File: src/rtl/pcie_ram_pkg.sv
// Shared types and sizes for the PCIe DMA TS RAM write/read paths.
// Pure definitions, no timing or backpressure of its own.
package pcie_ram_pkg;

  localparam int DMA_DATA_W     = 64;
  localparam int RAM_DATA_W     = 512;
  localparam int BEATS_PER_WORD = 8;
  localparam int BEAT_CNT_W     = $clog2(BEATS_PER_WORD);

  typedef enum logic [1:0] {
    ST_IDLE    = 2'd0,
    ST_COLLECT = 2'd1,
    ST_WRITE   = 2'd2
  } wr_state_t;

  // Byte 0 of the PCIe beat moves to bits [7:0].
  function automatic logic [DMA_DATA_W-1:0] bswap64(input logic [DMA_DATA_W-1:0] d);
    logic [DMA_DATA_W-1:0] r;
    r = '0;
    for (int i = 0; i < DMA_DATA_W / 8; i++) begin
      r[8*i +: 8] = d[DMA_DATA_W-8-8*i +: 8];
    end
    return r;
  endfunction

endpackage

File: src/rtl/pcie_wr_ram_if.sv
// DMA write-side bus into pcie_wr_ram plus its TS RAM port-A and status outputs.
// Master is the DMA/test side, slave is the RAM writer; no flow control beyond dma_wdata_busy.
interface pcie_wr_ram_if
  import pcie_ram_pkg::*;
#(
  parameter int ADDR_W = 11
);

  logic                  dma_waddr_en;
  logic [31:0]           dma_waddr;
  logic                  dma_wdata_en;
  logic [DMA_DATA_W-1:0] dma_wdata;
  logic                  dma_wdata_busy;
  logic                  ram_wea;
  logic [ADDR_W-1:0]     ram_addra;
  logic [RAM_DATA_W-1:0] ram_dina;
  logic                  ts_ram_valid;
  logic                  ts_ram_clear;
  logic [15:0]           drop_cnt;

  modport master (
    output dma_waddr_en, dma_waddr, dma_wdata_en, dma_wdata, ts_ram_clear,
    input  dma_wdata_busy, ram_wea, ram_addra, ram_dina, ts_ram_valid, drop_cnt
  );

  modport slave (
    input  dma_waddr_en, dma_waddr, dma_wdata_en, dma_wdata, ts_ram_clear,
    output dma_wdata_busy, ram_wea, ram_addra, ram_dina, ts_ram_valid, drop_cnt
  );

endinterface

File: src/rtl/pcie_wr_pack.sv
// 64->512 MSB-first lane packer; beat k lands in lane k, word visible the cycle after the beat.
// No backpressure: every i_vld beat is taken. PCIE_WR_BYTESWAP_EN byte-reverses each beat.
module pcie_wr_pack
  import pcie_ram_pkg::*;
(
  input  logic                  clk,
  input  logic                  rst,
  input  logic                  i_clr,
  input  logic                  i_vld,
  input  logic [DMA_DATA_W-1:0] i_dat,
  output logic [RAM_DATA_W-1:0] o_word,
  output logic                  o_last
);

  logic [BEAT_CNT_W-1:0] r_cnt;
  logic [RAM_DATA_W-1:0] r_word;
  logic [DMA_DATA_W-1:0] w_beat;

`ifdef PCIE_WR_BYTESWAP_EN
  assign w_beat = bswap64(i_dat);
`else
  assign w_beat = i_dat;
`endif

  always_ff @(posedge clk or negedge rst) begin
    if (!rst) begin
      r_cnt  <= '0;
      r_word <= '0;
    end else if (i_clr) begin
      r_cnt <= '0;
    end else if (i_vld) begin
      for (int k = 0; k < BEATS_PER_WORD; k++) begin
        if (r_cnt == BEAT_CNT_W'(k)) begin
          r_word[RAM_DATA_W-1-DMA_DATA_W*k -: DMA_DATA_W] <= w_beat;
        end
      end
      r_cnt <= r_cnt + 1'b1;
    end
  end

  assign o_word = r_word;
  assign o_last = (r_cnt == BEAT_CNT_W'(BEATS_PER_WORD-1));

endmodule

File: src/rtl/pcie_wr_ram.sv
// DMA address + 8 beats -> one 512-bit TS RAM port-A write (wea one cycle after 8th beat), frame flag.
// Backpressure: dma_wdata_busy high outside IDLE; beats outside COLLECT are dropped and counted.
module pcie_wr_ram
  import pcie_ram_pkg::*;
#(
  parameter int ADDR_W      = 11,
  parameter int FRAME_WORDS = 64
)(
  input  logic              clk,
  input  logic              rst,
  pcie_wr_ram_if.slave      bus
);

  localparam int FCNT_W = (FRAME_WORDS > 1) ? $clog2(FRAME_WORDS) : 1;

  wr_state_t         r_state;
  logic [ADDR_W-1:0] r_addr;
  logic              r_wea;
  logic              r_busy;
  logic              r_valid;
  logic [15:0]       r_drop;
  logic [FCNT_W-1:0] r_frame_cnt;

  logic w_start;
  logic w_beat_vld;
  logic w_drop;
  logic w_last;
  logic w_frame_end;
  logic w_unused_addr;

  assign w_start     = bus.dma_waddr_en && (r_state == ST_IDLE);
  assign w_beat_vld  = bus.dma_wdata_en && (r_state == ST_COLLECT);
  assign w_drop      = bus.dma_wdata_en && (r_state != ST_COLLECT);
  assign w_frame_end = (r_frame_cnt == FCNT_W'(FRAME_WORDS-1));
  assign w_unused_addr = ^{bus.dma_waddr[31:ADDR_W+6], bus.dma_waddr[5:0]};

  pcie_wr_pack u_pack (
    .clk    (clk),
    .rst    (rst),
    .i_clr  (w_start),
    .i_vld  (w_beat_vld),
    .i_dat  (bus.dma_wdata),
    .o_word (bus.ram_dina),
    .o_last (w_last)
  );

  always_ff @(posedge clk or negedge rst) begin
    if (!rst) begin
      r_state <= ST_IDLE;
      r_addr  <= '0;
      r_wea   <= 1'b0;
      r_busy  <= 1'b0;
    end else begin
      r_wea <= 1'b0;
      case (r_state)
        ST_IDLE: begin
          if (w_start) begin
            r_addr  <= bus.dma_waddr[ADDR_W+5:6];
            r_busy  <= 1'b1;
            r_state <= ST_COLLECT;
          end
        end
        ST_COLLECT: begin
          if (w_beat_vld && w_last) begin
            r_wea   <= 1'b1;
            r_state <= ST_WRITE;
          end
        end
        ST_WRITE: begin
          r_busy  <= 1'b0;
          r_state <= ST_IDLE;
        end
        default: begin
          r_busy  <= 1'b0;
          r_state <= ST_IDLE;
        end
      endcase
    end
  end

  // A frame-completing write beats a coincident clear.
  always_ff @(posedge clk or negedge rst) begin
    if (!rst) begin
      r_frame_cnt <= '0;
      r_valid     <= 1'b0;
    end else begin
      if (r_state == ST_WRITE) begin
        r_frame_cnt <= w_frame_end ? '0 : r_frame_cnt + 1'b1;
      end
      if ((r_state == ST_WRITE) && w_frame_end) begin
        r_valid <= 1'b1;
      end else if (bus.ts_ram_clear) begin
        r_valid <= 1'b0;
      end
    end
  end

  always_ff @(posedge clk or negedge rst) begin
    if (!rst) begin
      r_drop <= '0;
    end else if (w_drop && (r_drop != 16'hFFFF)) begin
      r_drop <= r_drop + 16'd1;
    end
  end

  assign bus.dma_wdata_busy = r_busy;
  assign bus.ram_wea        = r_wea;
  assign bus.ram_addra      = r_addr;
  assign bus.ts_ram_valid   = r_valid;
  assign bus.drop_cnt       = r_drop;

endmodule

File: src/flat_wrapper.sv
// flat-port wrapper written by rule: the top's interface ports become plain ports
module pcie_wr_ram_flat import pcie_ram_pkg::*;
#(
  parameter int ADDR_W      = 11,
  parameter int FRAME_WORDS = 64
)
  (clk, rst, bus_dma_waddr_en, bus_dma_waddr, bus_dma_wdata_en, bus_dma_wdata, bus_ts_ram_clear, bus_dma_wdata_busy, bus_ram_wea, bus_ram_addra, bus_ram_dina, bus_ts_ram_valid, bus_drop_cnt);
  pcie_wr_ram_if #(.ADDR_W(ADDR_W)) bus_i ();
  input  logic clk;
  input  logic rst;
  input wire logic [$bits(bus_i.dma_waddr_en)-1:0] bus_dma_waddr_en;
  input wire logic [$bits(bus_i.dma_waddr)-1:0] bus_dma_waddr;
  input wire logic [$bits(bus_i.dma_wdata_en)-1:0] bus_dma_wdata_en;
  input wire logic [$bits(bus_i.dma_wdata)-1:0] bus_dma_wdata;
  input wire logic [$bits(bus_i.ts_ram_clear)-1:0] bus_ts_ram_clear;
  output wire logic [$bits(bus_i.dma_wdata_busy)-1:0] bus_dma_wdata_busy;
  output wire logic [$bits(bus_i.ram_wea)-1:0] bus_ram_wea;
  output wire logic [$bits(bus_i.ram_addra)-1:0] bus_ram_addra;
  output wire logic [$bits(bus_i.ram_dina)-1:0] bus_ram_dina;
  output wire logic [$bits(bus_i.ts_ram_valid)-1:0] bus_ts_ram_valid;
  output wire logic [$bits(bus_i.drop_cnt)-1:0] bus_drop_cnt;
  assign bus_i.dma_waddr_en = bus_dma_waddr_en;
  assign bus_i.dma_waddr = bus_dma_waddr;
  assign bus_i.dma_wdata_en = bus_dma_wdata_en;
  assign bus_i.dma_wdata = bus_dma_wdata;
  assign bus_i.ts_ram_clear = bus_ts_ram_clear;
  assign bus_dma_wdata_busy = bus_i.dma_wdata_busy;
  assign bus_ram_wea = bus_i.ram_wea;
  assign bus_ram_addra = bus_i.ram_addra;
  assign bus_ram_dina = bus_i.ram_dina;
  assign bus_ts_ram_valid = bus_i.ts_ram_valid;
  assign bus_drop_cnt = bus_i.drop_cnt;
  pcie_wr_ram #(.ADDR_W(ADDR_W), .FRAME_WORDS(FRAME_WORDS)) u_core (.clk(clk), .rst(rst), .bus(bus_i));
endmodule
File: config.mk
export PLATFORM = sky130hd
export DESIGN_NAME = pcie_wr_ram_flat
export DESIGN_NICKNAME = d
export VERILOG_FILES = /design/src/rtl/pcie_ram_pkg.sv /design/src/rtl/pcie_wr_ram_if.sv /design/src/rtl/pcie_wr_pack.sv /design/src/rtl/pcie_wr_ram.sv /design/src/flat_wrapper.sv
export SDC_FILE = /design/constraint.sdc
export NUM_CORES = 1
export LEC_CHECK = 0
export ABC_CLOCK_PERIOD_IN_PS = 2200
export CAP_MARGIN = 25
export CORE_AREA = 2 2 250 252
export DETAILED_ROUTE_END_ITERATION = 8
export DIE_AREA = 0 0 252 254
export SYNTH_ARGS = -nofsm -noshare
export SYNTH_HDL_FRONTEND = slang
export SYNTH_SLANG_ARGS = --single-unit
File: constraint.sdc
create_clock -name clk -period 2.2 [get_ports clk]
set_input_delay 0.66 -clock clk [delete_from_list [all_inputs] [get_ports clk]]
set_output_delay 0.66 -clock clk [all_outputs]
set_load 0.01 [all_outputs]
### Yosys cells after proc, flatten, opt, wreduce, memory -nomap -nowiden

Cells that the tools add are included.
Widths: inputs -> output; s select.

| word-level totals | value |
|---|---|
| flip-flop bits (word level) | 553 |
| output and inout port bits | 542 |
| memories | 0 |
| bits in writable memories | 0 |
| input bits | 101 |
| latch bits | 0 |
| memory bits (read-only) | 0 |
| word-level logic and storage cells | 68 |

| cells by class | value |
|---|---|
| $add $sub $neg | 3 |
| equality and inequality tests | 14 |
| reduce and logical (&&, ||, !) cells | 21 |
| multiply operators | 0 |
| multiplexer cells | 12 |
| shifts and indexed selects | 0 |
| $lt $le $gt $ge | 0 |
| bitwise gates (word level) | 2 |
| div/mod/pow operators | 0 |

Operator list:

| kind | number |
|---|---|
| $reduce_and 3->1 | 8 |
| $add 16x1->16 const B | 1 |
| $ne 16x16->1 const B | 1 |
| $eq 3x3->1 const B | 4 |
| $add 6x1->6 const B | 1 |
| $eq 3x2->1 const B | 2 |
| $eq 6x6->1 const B | 1 |
| $logic_and 1x1->1 | 6 |
| $mux 3 | 2 |
| $mux 6 | 1 |
| $reduce_and 2->1 | 3 |
| $mux 1 | 5 |
| $mux 2 | 2 |
| $ne 2x2->1 const B | 2 |
| $pmux 2 s2 | 1 |
| $reduce_bool 2->1 | 2 |
| $add 3x1->3 const B | 1 |
| $eq 3x1->1 const B | 1 |
| $logic_not 3->1 | 1 |
| $eq 2x1->1 const B | 1 |
| $eq 2x2->1 const B | 1 |
| $logic_not 2->1 | 1 |
| $ne 2x1->1 const B | 1 |
| $not 1->1 | 2 |
| $pmux 1 s2 | 1 |

### Depth between registers and ports, before layout

Gate-level depths: netlist (run 1).

| logic depth | value |
|---|---|
| depth after elaboration | 5 |
| gate-level depth with buffers | 8 |
| gate-level depth less buffers | 6 |

### Hierarchy

Synthesis (run 1) repeated with hierarchy kept, for this count alone.

| unflattened totals | value |
|---|---|
| cell total of the unflattened synthesis | 1248 |
| area total of the unflattened synthesis | 21142.8 sq um |

Modules (own cells, without submodules):

| module | cells an instance | times used | sequential area each (sq um) | area an instance (sq um) |
|---|---|---|---|---|
| pcie_wr_pack | 1108 | 1 | 12887.4 | 19399.9 |
| pcie_wr_ram | 140 | 1 | 950.9 | 1742.9 |

### Least setup slack after synthesis (run 1)

OpenSTA, ideal clock, no wires.

| path | value |
|---|---|
| kind | input to register |
| start point | input bus_dma_wdata_en |
| end point | register u_core.u_pack.r_word[387], in the netlist u_core.u_pack.o_word[387] |
| path buffers | 2 |
| stages | 6 |
| data arrival time | 1770 ps |
| required time | 2075 ps |
| library setup time | 125 ps |
| slack | 305 ps |
| path through | and3b_1 > buf_6 > and2_4 > nand2_8 > buf_12 > mux2_4 |

| on the way | value |
|---|---|
| longest elaborated chain between the ends | 2 |

RTL lines:

| item | line | RTL |
|---|---|---|
| start: declaration | flat_wrapper.sv:13 | `input wire logic [$bits(bus_i.dma_wdata_en)-1:0] bus_dma_wdata_en;` |
| $logic_and 1x1->1 | pcie_wr_ram.sv:32 | `assign w_beat_vld = bus.dma_wdata_en && (r_state == ST_COLLECT);` |
| $reduce_and 3->1 (no source line) | n/a |  |
| end signal: indexed assignment | pcie_wr_pack.sv:34 | `r_word[RAM_DATA_W-1-DMA_DATA_W*k -: DMA_DATA_W] <= w_beat;` |
| end: declaration | pcie_wr_pack.sv:16 | `logic [RAM_DATA_W-1:0] r_word;` |

Every way passes these cells.
A chain may end at the register's enable or synchronous reset.

### Worst setup path after layout (run 1)

| path | value |
|---|---|
| start point | register u_core.u_pack.r_word[174], in the netlist u_core.u_pack.o_word[174] |
| end point | output bus_ram_dina[174] |

RTL lines:

| item | line | RTL |
|---|---|---|
| end: declaration | flat_wrapper.sv:19 | `output wire logic [$bits(bus_i.ram_dina)-1:0] bus_ram_dina;` |

No word-level cell between the ends.

==> results.yml, run 1 <==
power:
  p_leak_nw: 16.4
  total_power_mw: 46.4
  ir_worst_vdd_uv: 825
  switching_share: 0.323
  intPower_mw: 31.4
  power_switching_mw: 15.0
  seq_power_share: 0.374
  clockPowerShare: 0.219
  comb_power_share: 0.407
  power_density_nw_per_um2: 1500
yosys:
  yosysWarningCount: 0
  yosys.area.top_type_share: 0.635
  syn_area_sq_um: 21800
  synthCells: 1370
  syn_avg_cell_area_sq_um: 15.9
  synth_top_area_cell: "dfrtp_1"
  synthDistinctLibCells: 36
  synth_area_leaders: "dfrtp_1 (64%), mux2_2 (15%), mux2_4 (12%), nand2_1 (3.5%), buf_12 (1.7%)"
  synthesis.nets: 1479
  ys_seq_area_frac: 0.635
  synth-seq-cells: 553
critical_path:
  cp_num_buf_inv: 1
  cp-startpoint: "u_core.u_pack.o_word[174]"
  reg2reg_depth: 5
  crit_path_end_kind: "primary output"
  reg2reg_to: "u_core.u_pack.o_word[216]"
  critical-path-slowest-cell: "clkdlybuf4s50_1"
  crit_path_start_kind: "flip-flop"
  crit_chain: "clkdlybuf4s50_1"
  timing.rr.start: "u_core.r_state[1]"
  cp.depth: 1
  crit_required_ns: 1.54
  crit_end: "bus_ram_dina[174]"
  arrival_ns: 1.51
  reg2reg_slack_ns: 0.43
  path_max_fanout: 2
  crit_family: "buffers and inverters"
  crit_path_max_incr_delay_ns: 0.54
  crit_type: "reg2out"
route:
  wirelength_microns: 66300
  wl_per_cell_microns: 23.0
  ant_nets: 0
  drt-pass1-iter-count: 4
  vias_per_cell: 4.76
  routed-via-count: 13700
  drc: 0
  drt_iter0_drc: 671
timing:
  layout_min_cycle_time_ns: 2.17
  clock_skew_ns: 0.0255
  fmax_mhz: 462
  worstMarginPinSlew_ns: 0.520
  finalCritPeriodShare: 0.984
  tns_ns: 0
  drv_slew: 0
  setup_viol: 0
  hold_viol_final: 0
  relSlewSlack: 0.653
place:
  numPlacedInstances: 2776
  place_congestion: 0.772
  placed_area_sq_um: 29200
  portBuffers: 621
  place_hpwl_microns: 46300
die:
  io_pins: 643
  fp.dieW_microns: 252
  num_rows: 91
  coreArea_sq_um: 61300
  die_h_microns: 254
  initial_core_util: 0.356
  fp.dieArea_sq_um: 64000
finish:
  final_cell_area_sq_um: 30900
  most-common-layout-cells: "dfrtp_1 (550), dlygate4sd2_1 (443), mux2_2 (283)"
  nNetsFinal: 2160
  final_cells: 2887
  fillerInstances: 5370
  layout_commonest_cell: "dfrtp_1"
  area_growth_syn_to_layout_pct: 41.7
  layout-drive-gt1-share: 0.299
clock_network:
  clock_sinks: 553
  clk_latency_ns: 0.62
  cts_buffer_depth: 3
  cts_made_buffers: 61
  cts.htree.levels: 2
  clock-root-buffer: "clkbuf_16"
  path_clk_slew_ns: 0.06
  cts_tree: "built"
grt:
  grt_max_degree: 75
  overflow: 0
  gr-usage-all-layers: 0.203
  antenna_found_initial: 1
  grt_pass1_vias: 14500
  grt_pass1_wl_microns: 97700
flow_run:
  cap_violations: 0
hold_path:
  hold_class: "reg2reg"
status:
  status: "complete, no violations"
==> what timing repair did <==
item / CTS / global route
hold buffers: 1 / 0
buffers inserted: 1 / 0
setup endpoints to repair: 443 / 75
hold endpoints to repair: 18 / 0
resized for setup: 446 / 75
==> cell type report <==
class,instances,area [sq um],area share
Multi-Input combinational cell,750,7380,0.239
Inverter,8,31.3,0.00101
Sequential cell,553,13800,0.448
Clock buffer,90,1800,0.0582
Clock inverter,18,204,0.00661
Timing Repair Buffer,677,6630,0.215
Tap cell,790,988,0.0320
Antenna cell,1,2.50,0.0000810
==> through the flow <==
stage	util	hold WS (ns)	setup WS, ns
after floorplan	-	0.364	0.305
after global placement	0.477	0.459	-0.221
after detailed placement	0.477	0.461	-0.269
after CTS	0.501	0.471	0.000499
after global routing	0.504	0.488	-0.0159
final	0.504	0.466	0.0344
==> Yosys cell counts <==
library cell / instances
and3b_1: 1
mux2_2: 283
o21bai_1: 1
or3b_1: 1
nand2_1: 203
nand4_1: 5
mux2_4: 180
buf_1: 2
inv_1: 8
nand2_8: 3
nor3_1: 2
a22o_1: 3
xnor2_1: 3
nand3_2: 3
nor3b_2: 1
ha_1: 8
or2b_1: 1
buf_6: 1
nand3_1: 4
buf_4: 6
dfrtp_1: 553
and4_1: 2
o21ai_0: 2
buf_12: 18
nor2_1: 6
nor3b_1: 3
a21o_1: 2
and3_1: 7
nor4b_1: 2
clkbuf_1: 7
xor2_1: 15
and2_4: 1
nor2b_1: 2
nor4_1: 5
buf_2: 25
nor4_2: 1
==> power groups by stage <==
stage                     Sequential [mW]  Clock (mW)  Combinational [mW]
final                                17.4        10.2                18.9
after global routing                 17.9        10.9                20.0
after CTS                            17.4        10.5                19.4
after detailed placement             17.6           0                22.0
after global placement               17.4           0                21.7
after floorplan                      19.6           0                7.26
==> how the worst min path moves through the flow <==
| stage | from | end | slack, ns | cells past startpoint |
|---|---|---|---|---|
| after floorplan | rst | u_core.bus.dma_wdata_busy | 0.36 | 0 |
| final | u_core.u_pack.o_word[24] | u_core.u_pack.o_word[24] | 0.47 | 2 |
| after detailed placement | u_core.u_pack.o_word[24] | u_core.u_pack.o_word[24] | 0.46 | 2 |
| after global placement | u_core.u_pack.o_word[21] | u_core.u_pack.o_word[21] | 0.46 | 2 |
| after CTS | u_core.u_pack.o_word[58] | u_core.u_pack.o_word[58] | 0.47 | 2 |
| after global routing | u_core.u_pack.o_word[58] | u_core.u_pack.o_word[58] | 0.49 | 2 |
==> state kept, by name, indices dropped and copies added (netlist names) <==
name and count:
u_core.r_state 2, u_core.bus.ram_wea 1, u_core.bus.drop_cnt 16, u_core.bus.ts_ram_valid 1, u_core.u_pack.r_cnt 3, u_core.bus.dma_wdata_busy 1
u_core.u_pack.o_word 512, u_core.bus.ram_addra 11, u_core.r_frame_cnt 6
==> cell families after synthesis <==
kind of cell | count (synthesis) | share of synthesized area
AO/OA/AOI/OAI | 8 | 0.00270
XOR/XNOR | 18 | 0.00724
AND/OR/NAND/NOR | 253 | 0.0523
flip-flops | 553 | 0.635
buffers and inverters | 67 | 0.0278
multiplexers | 463 | 0.270
adder cells (fa/ha/maj) | 8 | 0.00459
==> routing by layer <==
layer | vias up | share of wire | GRT usage
met1 | 7112 | 0.40 | 0.249
met5 | - | 0 | 0
met2 | 434 | 0.51 | 0.347
met3 | 109 | 0.065 | 0.0495
li1 | 6087 | - | -
met4 | 0 | 0.032 | 0.0729
Note: power is estimated with default switching activity, not from simulation.
==> run 2: changes to the inputs <==
--- a/config.mk
+++ b/config.mk
@@ -6,10 +6,10 @@
 export NUM_CORES = 1
 export LEC_CHECK = 0
 export ABC_CLOCK_PERIOD_IN_PS = 2200
-export CAP_MARGIN = 25
 export CORE_AREA = 2 2 250 252
 export DETAILED_ROUTE_END_ITERATION = 8
 export DIE_AREA = 0 0 252 254
+export MAX_ROUTING_LAYER = met4
 export SYNTH_ARGS = -nofsm -noshare
 export SYNTH_HDL_FRONTEND = slang
 export SYNTH_SLANG_ARGS = --single-unit
==> run 2 against run 1 <==
  * Sequential power about the same
  * Global-route usage increased by 0.64 points
  * Sequential share of layout area is essentially flat
  * Critical path type unchanged
  * Largest cell class unchanged
  * Largest power group unchanged
==> results.yml, run 2 (synthesis results as in run 1) <==
timing:
  finalCritPeriodShare: 0.984
  whs_ns: 0.467
  setup_viol: 0
  grt_setup_unrepaired: "no"
  drv_slew: 0
  clock_skew_ns: 0.0243
  relSlewSlack: 0.655
  fmax_mhz: 462
  layout_min_cycle_time_ns: 2.17
  hold_viol_final: 0
  worstMarginPinSlew_ns: 0.518
die:
  fp.dieW_microns: 252
  fp.dieArea_sq_um: 64000
  io_pins: 643
  num_rows: 91
  coreArea_sq_um: 61300
  initial_core_util: 0.356
  die_h_microns: 254
grt:
  grt_pass1_wl_microns: 97800
  grt_pass1_vias: 14500
  grt_max_degree: 75
  gr-usage-all-layers: 0.209
  overflow: 0
  antenna_found_initial: 1
finish:
  final_cell_area_sq_um: 30900
  nNetsFinal: 2160
  fillerInstances: 5367
  seq_area_sq_um: 13800
  multiInputGateArea_sq_um: 7380
  largest_reg_flops: 512
  layout-drive-gt1-share: 0.299
  area_growth_syn_to_layout_pct: 41.8
  fin_util: 0.504
  most-common-layout-cells: "dfrtp_1 (550), dlygate4sd2_1 (443), mux2_2 (283)"
  layout_commonest_cell: "dfrtp_1"
power:
  power_density_nw_per_um2: 1500
  ir_worst_vdd_uv: 824
  p_leak_nw: 16.5
clock_network:
  cts.htree.levels: 2
  cts_tree: "built"
  clock-root-buffer: "clkbuf_16"
  clock_sinks: 553
  clk_latency_ns: 0.62
  path_clk_slew_ns: 0.06
  cts_buffer_depth: 3
  cts_made_buffers: 61
route:
  wirelength_microns: 66300
  wl_met3_microns: 3900
  routed-via-count: 13700
  drt-pass1-iter-count: 4
  top_layer: "met4"
  ant_nets: 0
  drt_iter0_drc: 690
  vias_per_cell: 4.76
  drc: 0
  wl_per_cell_microns: 23.0
  wl_met1_microns: 26900
  routed-wl-met2_microns: 33400
hold_path:
  hold_class: "reg2reg"
critical_path:
  cp_num_buf_inv: 1
  crit_path_end_kind: "primary output"
  crit_path_max_incr_delay_ns: 0.54
  crit_family: "buffers and inverters"
  crit_path_start_kind: "flip-flop"
  arrival_ns: 1.51
  path_max_fanout: 2
  critical-path-slowest-cell: "clkdlybuf4s50_1"
  crit_type: "reg2out"
  crit_required_ns: 1.54
  crit_chain: "clkdlybuf4s50_1"
place:
  place_hpwl_microns: 46300
  placed_area_sq_um: 29200
  place_congestion: 0.782
  portBuffers: 621
status:
  status: "complete, no violations"
flow_run:
  cap_violations: 0
[run 2: cell types whose count changed in the layout (fill, tap and decap cells not counted)]
cell / change
clkdlybuf4s50_1: -6
dlymetal6s2s_1: +6
[run 2: power breakdown]
group	internal (mW)	switching [mW]	total, mW
logic	10.4	8.43	18.9
registers	14.9	2.45	17.3
clock network	6.08	4.12	10.2
[run 2: metrics by stage]
step           std cells  setup TNS [ns]  worst slack (ns)  total power [mW]
2_1_floorplan       1370               0             0.305              26.8
3_3_place_gp        2776          -83.71            -0.221              39.2
3_5_place_dp        2776         -104.62            -0.269              39.6
4_1_cts             2886               0          0.000499              47.2
5_1_grt             2887               0          0.000229              48.8
6_report            2887               0            0.0344              46.4
[run 2: cell type report]
cell class / count / share of cell area
sequential: 553 / 0.448
antenna: 1 / 0.0000810
timing repair buffer: 677 / 0.215
multi-input combinational: 750 / 0.239
tap: 790 / 0.0320
clock buffer: 90 / 0.0582
clock inverter: 18 / 0.00660
inverter: 8 / 0.00101
[run 2: routing by layer]
metal	global-route usage	vias to the layer above
met1	0.251	7119
met4	0.0727	0
met2	0.347	423
met5	-	-
li1	-	6083
met3	0.0470	111
[run 2: worst paths after layout]
kind                                           startpoint                   endpoint  slack (ns)  cells after the start
min in group asynchronous                             rst  u_core.u_pack.o_word[358]        0.57                      2
worst max-delay path            u_core.u_pack.o_word[178]          bus_ram_dina[178]        0.03                      1
worst min register to register   u_core.u_pack.o_word[24]   u_core.u_pack.o_word[24]        0.47                      2
worst min-delay path             u_core.u_pack.o_word[24]   u_core.u_pack.o_word[24]        0.47                      2
worst max register to register          u_core.r_state[1]   u_core.u_pack.o_word[92]        0.42                      5
max in group asynchronous                             rst  u_core.u_pack.o_word[162]        0.74                      3
[run 2: repair_timing]
action / in CTS / in global routing
resized for setup: 446 / 81
endpoints found under the setup margin: 443 / 81
buffers inserted: 1 / 0
hold buffers: 1 / 0
hold endpoints to repair: 18 / 0
==> run 3: changes to the inputs <==
--- a/config.mk
+++ b/config.mk
@@ -9,6 +9,7 @@
 export CORE_AREA = 2 2 250 252
 export DETAILED_ROUTE_END_ITERATION = 8
 export DIE_AREA = 0 0 252 254
+export GPL_ROUTABILITY_DRIVEN = 1
 export MAX_ROUTING_LAYER = met4
 export SYNTH_ARGS = -nofsm -noshare
 export SYNTH_HDL_FRONTEND = slang
==> results of run 3 <==
No change in the layout: final DEF, timing and power equal those of run 2.
